$ cat config.mk
export PLATFORM = sky130hd
export DESIGN_NAME = mano_timing_ctrl
export DESIGN_NICKNAME = d
export VERILOG_FILES = /design/src/rtl/mano_timing_ctrl.sv
export SDC_FILE = /design/constraint.sdc
export NUM_CORES = 1
export LEC_CHECK = 0
export ABC_AREA = 1
export CAP_MARGIN = 10
export CORE_MARGIN = 5
export CORE_UTILIZATION = 47
export DETAILED_ROUTE_END_ITERATION = 12
export GPL_ROUTABILITY_DRIVEN = 0
export GPL_TIMING_DRIVEN = 0
export PLACE_DENSITY = 0.95
export SYNTH_ARGS = -nofsm -noshare
export SYNTH_HDL_FRONTEND = slang
export SYNTH_SLANG_ARGS = --single-unit
$ cat constraint.sdc
create_clock -name clk -period 2.4 [get_ports clk]
set_input_delay 0.36 -clock clk [delete_from_list [all_inputs] [get_ports clk]]
set_output_delay 0.36 -clock clk [all_outputs]
set_load 0.01 [all_outputs]
$ cat src/rtl/mano_timing_ctrl.sv
// Mano basic computer timing and control unit.
// Drives the sequence counter and decodes it, together with the latched
// I bit and opcode, into per-cycle datapath control strobes.
module mano_timing_ctrl #(
  parameter int SC_W   = 4,
  parameter int ADDR_W = 12
) (
  input  logic              clk,
  input  logic              reset,
  input  logic              run,
  input  logic [15:0]       ir_in,
  input  logic              dr_zero,
  input  logic              ac_zero,
  input  logic              ac_neg,
  output logic [2:0]        bus_sel,
  output logic              ar_ld,
  output logic              ar_inc,
  output logic              pc_ld,
  output logic              pc_inc,
  output logic              dr_ld,
  output logic              dr_inc,
  output logic              ac_ld,
  output logic              ac_clr,
  output logic              ir_ld,
  output logic              tr_ld,
  output logic              mem_wr,
  output logic              e_clr,
  output logic [2:0]        alu_op,
  output logic [SC_W-1:0]   sc,
  output logic              halted
);

  typedef enum logic [2:0] {
    BUS_NONE = 3'd0,
    BUS_AR   = 3'd1,
    BUS_PC   = 3'd2,
    BUS_DR   = 3'd3,
    BUS_AC   = 3'd4,
    BUS_IR   = 3'd5,
    BUS_TR   = 3'd6,
    BUS_MEM  = 3'd7
  } bus_e;

  typedef enum logic [2:0] {
    ALU_PASS = 3'd0,
    ALU_AND  = 3'd1,
    ALU_ADD  = 3'd2,
    ALU_CMA  = 3'd3,
    ALU_INC  = 3'd4
  } alu_e;

  typedef enum logic [2:0] {
    OP_AND = 3'd0,
    OP_ADD = 3'd1,
    OP_LDA = 3'd2,
    OP_STA = 3'd3,
    OP_BUN = 3'd4,
    OP_BSA = 3'd5,
    OP_ISZ = 3'd6,
    OP_RIO = 3'd7
  } opcode_e;

  localparam logic [SC_W-1:0] T0 = '0;
  localparam logic [SC_W-1:0] T1 = SC_W'(1);
  localparam logic [SC_W-1:0] T2 = SC_W'(2);
  localparam logic [SC_W-1:0] T3 = SC_W'(3);
  localparam logic [SC_W-1:0] T4 = SC_W'(4);
  localparam logic [SC_W-1:0] T5 = SC_W'(5);
  localparam logic [SC_W-1:0] T6 = SC_W'(6);

  localparam logic [ADDR_W-1:0] RR_CLA = ADDR_W'(12'h800);
  localparam logic [ADDR_W-1:0] RR_CMA = ADDR_W'(12'h200);
  localparam logic [ADDR_W-1:0] RR_INC = ADDR_W'(12'h020);
  localparam logic [ADDR_W-1:0] RR_SZA = ADDR_W'(12'h004);
  localparam logic [ADDR_W-1:0] RR_SPA = ADDR_W'(12'h010);
  localparam logic [ADDR_W-1:0] RR_HLT = ADDR_W'(12'h001);

  logic [SC_W-1:0] sc_n;
  logic            halted_n;
  logic            ind_q, ind_n;
  opcode_e         op_q, op_n;
  bus_e            bus_c;
  alu_e            alu_c;

  assign bus_sel = bus_c;
  assign alu_op  = alu_c;

  // State register: sequence counter, halt flag, I/opcode latches.
  always_ff @(posedge clk or negedge reset) begin
    if (!reset) begin
      sc     <= '0;
      halted <= 1'b0;
      ind_q  <= 1'b0;
      op_q   <= OP_AND;
    end else begin
      sc     <= sc_n;
      halted <= halted_n;
      ind_q  <= ind_n;
      op_q   <= op_n;
    end
  end

  // Next-state and control-word decode from timing step, latches and flags.
  always_comb begin
    sc_n     = sc + SC_W'(1);
    halted_n = halted;
    ind_n    = ind_q;
    op_n     = op_q;
    bus_c    = BUS_NONE;
    alu_c    = ALU_PASS;
    ar_ld    = 1'b0;
    ar_inc   = 1'b0;
    pc_ld    = 1'b0;
    pc_inc   = 1'b0;
    dr_ld    = 1'b0;
    dr_inc   = 1'b0;
    ac_ld    = 1'b0;
    ac_clr   = 1'b0;
    ir_ld    = 1'b0;
    tr_ld    = 1'b0;
    mem_wr   = 1'b0;
    e_clr    = 1'b0;

    if (sc > T6) begin
      sc_n = '0;
    end else if (halted) begin
      sc_n = '0;
      if (run) halted_n = 1'b0;
    end else begin
      case (sc)
        T0: begin
          bus_c = BUS_PC;
          ar_ld = 1'b1;
        end
        T1: begin
          bus_c  = BUS_MEM;
          ir_ld  = 1'b1;
          pc_inc = 1'b1;
        end
        T2: begin
          bus_c = BUS_IR;
          ar_ld = 1'b1;
          ind_n = ir_in[15];
          op_n  = opcode_e'(ir_in[14:12]);
        end
        T3: begin
          if (op_q == OP_RIO) begin
            sc_n = '0;
            if (!ind_q) begin
              case (ir_in[ADDR_W-1:0])
                RR_CLA: ac_clr = 1'b1;
                RR_CMA: begin alu_c = ALU_CMA; ac_ld = 1'b1; end
                RR_INC: begin alu_c = ALU_INC; ac_ld = 1'b1; end
                RR_SZA: pc_inc = ac_zero;
                RR_SPA: pc_inc = !ac_neg;
                RR_HLT: halted_n = 1'b1;
                default: ;
              endcase
            end
          end else if (ind_q) begin
            bus_c = BUS_MEM;
            ar_ld = 1'b1;
          end
        end
        T4: begin
          case (op_q)
            OP_AND, OP_ADD, OP_LDA, OP_ISZ: begin
              bus_c = BUS_MEM;
              dr_ld = 1'b1;
            end
            OP_STA: begin
              bus_c  = BUS_AC;
              mem_wr = 1'b1;
              sc_n   = '0;
            end
            OP_BUN: begin
              bus_c = BUS_AR;
              pc_ld = 1'b1;
              sc_n  = '0;
            end
            OP_BSA: begin
              bus_c  = BUS_PC;
              mem_wr = 1'b1;
              ar_inc = 1'b1;
            end
            default: sc_n = '0;
          endcase
        end
        T5: begin
          sc_n = '0;
          case (op_q)
            OP_AND: begin alu_c = ALU_AND;  ac_ld = 1'b1; end
            OP_ADD: begin alu_c = ALU_ADD;  ac_ld = 1'b1; end
            OP_LDA: begin alu_c = ALU_PASS; ac_ld = 1'b1; end
            OP_BSA: begin bus_c = BUS_AR;   pc_ld = 1'b1; end
            OP_ISZ: begin
              dr_inc = 1'b1;
              sc_n   = T6;
            end
            default: ;
          endcase
        end
        T6: begin
          sc_n = '0;
          if (op_q == OP_ISZ) begin
            bus_c  = BUS_DR;
            mem_wr = 1'b1;
            pc_inc = dr_zero;
          end
        end
        default: sc_n = '0;
      endcase
    end

    // Strobes are combinational, so they are forced low for as long as
    // reset is held rather than only after the registers clear.
    if (!reset) begin
      bus_c  = BUS_NONE;
      alu_c  = ALU_PASS;
      ar_ld  = 1'b0;
      ar_inc = 1'b0;
      pc_ld  = 1'b0;
      pc_inc = 1'b0;
      dr_ld  = 1'b0;
      dr_inc = 1'b0;
      ac_ld  = 1'b0;
      ac_clr = 1'b0;
      ir_ld  = 1'b0;
      mem_wr = 1'b0;
    end
  end

endmodule
Yosys cells after proc, flatten, opt, wreduce, memory -nomap -nowiden

Cells that the tools add are included.

Register bits: 9

Add/subtract/negate cells: 1
Eq/ne operators: 19
Reduce and logical (&&, ||, !) cells: 11
Mux-type cells: 87
Magnitude comparators: 1
Bitwise operators: 2

Operator list:

| kind                   | count |
|---|---|
| $mux W1                | 59 |
| $mux W3                | 11 |
| $pmux W3 S7            | 1 |
| $mux W4                | 4 |
| $pmux W4 S4            | 1 |
| $eq A12 B1 Y1 const B  | 1 |
| $eq A12 B10 Y1 const B | 1 |
| $eq A12 B12 Y1 const B | 1 |
| $eq A12 B3 Y1 const B  | 1 |
| $eq A12 B5 Y1 const B  | 1 |
| $eq A12 B6 Y1 const B  | 1 |
| $eq A3 B3 Y1 const B   | 4 |
| $eq A4 B3 Y1 const B   | 3 |
| $pmux W3 S2            | 2 |
| $pmux W3 S4            | 1 |
| $pmux W1 S2            | 5 |
| $eq A4 B2 Y1 const B   | 2 |
| $eq A3 B2 Y1 const B   | 2 |
| $reduce_or A2 Y1       | 3 |
| $reduce_or A3 Y1       | 2 |
| $reduce_or A5 Y1       | 1 |
| $add A4 B1 Y4 const B  | 1 |
| $eq A4 B1 Y1 const B   | 1 |
| $gt A4 B3 Y1 const B   | 1 |
| 10 further kinds       | 11 |

Depth between registers and ports, before layout

Depth after elaboration: 9
Mapped depth: 10

Least setup slack after synthesis

Ideal clock, no wire load.

Path type: reg2out
Start point: register sc[0]
End point: output port ar_inc
Arrival time: 1.542 ns
Stages on the path, launching flop included: 10
Setup slack: 0.498 ns
Path buffers: 1
Cell sequence: dfrtp_1 inv_1 ha_1 inv_2 nand3_2 nand2_2 nor2_4 nand2_2 buf_6 nor3_1

Cells in the longest elaborated chain, start to end: 5
Elaborated cells between the ends (all ways): 6

RTL lines:

| item                   | RTL line | source |
|---|---|---|
| start, declared        | 29       | `output logic [SC_W-1:0] sc,` |
| start signal, assigned | 96       | `sc <= sc_n;` |
| $eq A4 B3 Y1           | 130      | `case (sc)` |
| $mux W1                | 130      |  |
| $mux W1                | 126      | `end else if (halted) begin` |
| $mux W1 (*)            | 124      | `if (sc > T6) begin` |
| $mux W1 (*)            | 217      | `if (!reset) begin` |
| end, declared          | 17       | `output logic ar_inc,` |

Every way passes the cells marked *; elsewhere a longest branch is shown, timed or not.

Worst setup path after layout

Start point: register sc[0]
End point: output port bus_sel[1]

Cells in the longest elaborated chain, start to end: 5
Elaborated cells between the ends (all ways): 12

RTL lines:

| item                                       | RTL line | source |
|---|---|---|
| $eq A4 B3 Y1, or another cell as far along | 130      |  |
| $pmux W3 S7                                | 130      |  |
| $mux W3                                    | 126      |  |
| $mux W3 (*)                                | 124      |  |
| $mux W3 (*)                                | 217      |  |
| end, declared                              | 15       | `output logic [2:0] bus_sel,` |

Marked as above.

==> flow_metrics.tcl <==
set metrics [dict create \
    status "complete, no violations" \
    critPathCapture "bus_sel[1]" \
    setup_violations 0 \
    yosysUniqueCellTypes 27 \
    reg2reg_to "sc[3]$_DFF_PN0_" \
    viasPerCell 5.06 \
    synth.avg_cell_area_um2 6.16 \
    grt_pass1_wl_mm 5.29 \
    critPathKind "reg2out" \
    slowest_delay_ns 0.42 \
    finalHoldViolations 0 \
    multi_input_area_um2 806 \
    grt_pass1_vias 1306 \
    vias 1332 \
    r2r_slack_ns 0.91 \
    start_util_pct 50.3 \
    cp_max_fo 3 \
    fin_skew_ns 0.00970 \
    worst_ep_arrival_time_ns 1.99 \
    netlist_instances 184 \
    port_buffers 42 \
    netlist_area_um2 1130 \
    dp_hpwl_mm 2.45 \
    areaGrowthSynthToFinish_pct 46.4 \
    mostFrequentLayoutCells "nand2_1, nor2_1, clkdlybuf4s50_1" \
    layout.nets 262 \
    grt_usage_pct 19.2 \
    leakagePower_nw 0.842 \
    ys_warn_count 0 \
    startpoint "sc[0]$_DFF_PN0_" \
    die_w_um 59.1 \
    startpoint_type "register" \
    drive_above_1_share_pct 24.3 \
    period_share_pct 97.8 \
    clock-sinks 9 \
    core_area_um2 2250 \
    fmax_ghz 0.426 \
    post_dp_cell_area_um2 1590 \
    tightest_slew_ns 0.516 \
    path_cells "buf_4, ha_2, o21ai_2, nand2_2, nor2_2, nand2_1, nand2_1, nor2_1, dlygate4sd2_1" \
    crit_buf_inv 2 \
    rr_startpoint "sc[0]$_DFF_PN0_" \
    critPathSlowestCell "dfrtp_2" \
    postLayoutCoreUtil_pct 73.6 \
    ir_drop_mv 0.684 \
    worst_path_most_repeated_cell "nand2_1" \
    crit_cells 9 \
    cap_viol_max_count 0 \
    ios 45 \
    die_area_um2 3490 \
    row_count 17 \
    final_design_area_no_fill_um2 1660 \
    wl_mm 3.07 \
    clk_pin_slew_ns 0.07 \
    cts_buffer_depth 2 \
    final-seq-area_um2 228 \
    layout_commonest_cell "nand2_1" \
    diodes 0 \
    finalPower_mw 1.51 \
    seq_area_frac_synth_pct 19.9 \
    drc 0 \
    grt_max_degree 11 \
    max-slew-margin-rel_pct 65.5 \
    min-delay-path-class "in2async" \
    drt_iter0_markers 38 \
    dp_slack_ns -0.199 \
    setup_slack_ns 0.0527 \
    required_ns 2.04 \
    die_h_um 59.1 \
    firstDrtPassIters 4 \
    htree_levels 1 \
    tritoncts "built" \
    wl_per_cell_um 11.7 \
    cp_top_family "simple AND/OR/NAND/NOR gates" \
    powerDensity_nw_per_um2 911 \
    reg2reg_depth 8 \
    fill_cells 201 \
    fin_crit_ns 2.35 \
    clk_latency_ns 0.27 \
    antenna_found_initial 0 \
    ant_nets 0 \
    critPathCaptureType "output pin" \
    numCtsBuffers 3 \
    slew_violations 0 \
    postSynthRegisterBits 9 \
    ctsRootBufferMaster "clkbuf_4" \
    overflow 0 \
    rsz0062_at_grt "yes" \
]
[synthesized netlist by cell type (all sizes together)]
cell	n	area share [%]
a21oi	11	5.2
nand3	25	13
buf	5	4.0
inv	28	9.3
a41oi	1	0.77
nor3	8	5.3
nand4	3	1.7
xor2	2	1.5
nand2	41	15
nor2	38	16
nand3b	1	0.66
o21a	1	0.66
o21ai	6	3.0
conb	1	0.33
dfrtp	9	20
ha	4	4.4
[logic make-up (layout without fill, tap and decap cells)]
| kind of cell | after synthesis | in the layout | synth area share, % |
|---|---|---|---|
| xor gates and xnor gates | 2 | 2 | 1.55 |
| and+or+nand+nor | 116 | 116 | 51.0 |
| DFF | 9 | 9 | 19.9 |
| AOI/OAI and AO/OA | 19 | 19 | 9.60 |
| adders and majority gates | 4 | 4 | 4.42 |
| buffers and inverters | 33 | 83 | 13.2 |
| other | 1 | 2 | 0.331 |
[how the worst min path moves through the flow]
stage	startpoint	cells after the start	end	slack, ns
finish	reset	1	op_q[0]$_DFFE_PN0P_	0.42
floorplan	reset	0	halted$_DFFE_PN0N_	0.06
detailed placement	sc[0]$_DFF_PN0_	1	sc[0]$_DFF_PN0_	0.53
global route	reset	1	op_q[0]$_DFFE_PN0P_	0.45
global placement	sc[0]$_DFF_PN0_	1	sc[0]$_DFF_PN0_	0.52
CTS	reset	1	op_q[0]$_DFFE_PN0P_	0.43
[flip-flops by register name, summed over array words and instances, names as in the netlist]
signal and cells:
ind_q 1, halted 1, sc 4, op_q 3
[cell type report]
class,instances,share of cell area [%]
buffer,5,2.94
sequential,9,13.7
inverter,28,6.33
tap,28,2.11
multi-input combinational,143,48.6
clock buffer,4,1.58
timing repair buffer,46,24.7
[what timing repair did]
action,in CTS,in global routing
gates resized for setup,31,18
buffers inserted,4,0
endpoints found under the setup margin,16,13
hold buffers,0,0
[power breakdown]
group	internal, mW	switching [mW]
Combinational	0.443	0.668
Sequential	0.213	0.0627
Clock	0.0644	0.0618
[through the flow]
step	setup TNS [ns]	std cells	hold slack, ns
finish	0	263	0.424
detailed placement	-2.07	255	0.525
CTS	0	263	0.426
global route	-0.195	263	0.447
floorplan	0	185	0.0644
global placement	-1.92	255	0.522
[worst register-to-register path, stage by stage (launching register included)]
cell and delay (ns):
dfrtp_2 0.42, buf_4 0.15, ha_2 0.20, o21ai_2 0.18
nand2_2 0.08, nor2_2 0.18, nor2_4 0.05, o21ai_2 0.06
nor2_1 0.05
[per-layer routing]
metal / up-vias / share of wire, % / GRT usage (%)
met1: 588 / 46 / 24.9
met4: 0 / 1.8 / 5.50
met3: 6 / 7.1 / 4.14
met2: 51 / 46 / 32.0
li1: 687 / - / -
met5: - / 0 / 0
Note: power is estimated with default switching activity, not from simulation.
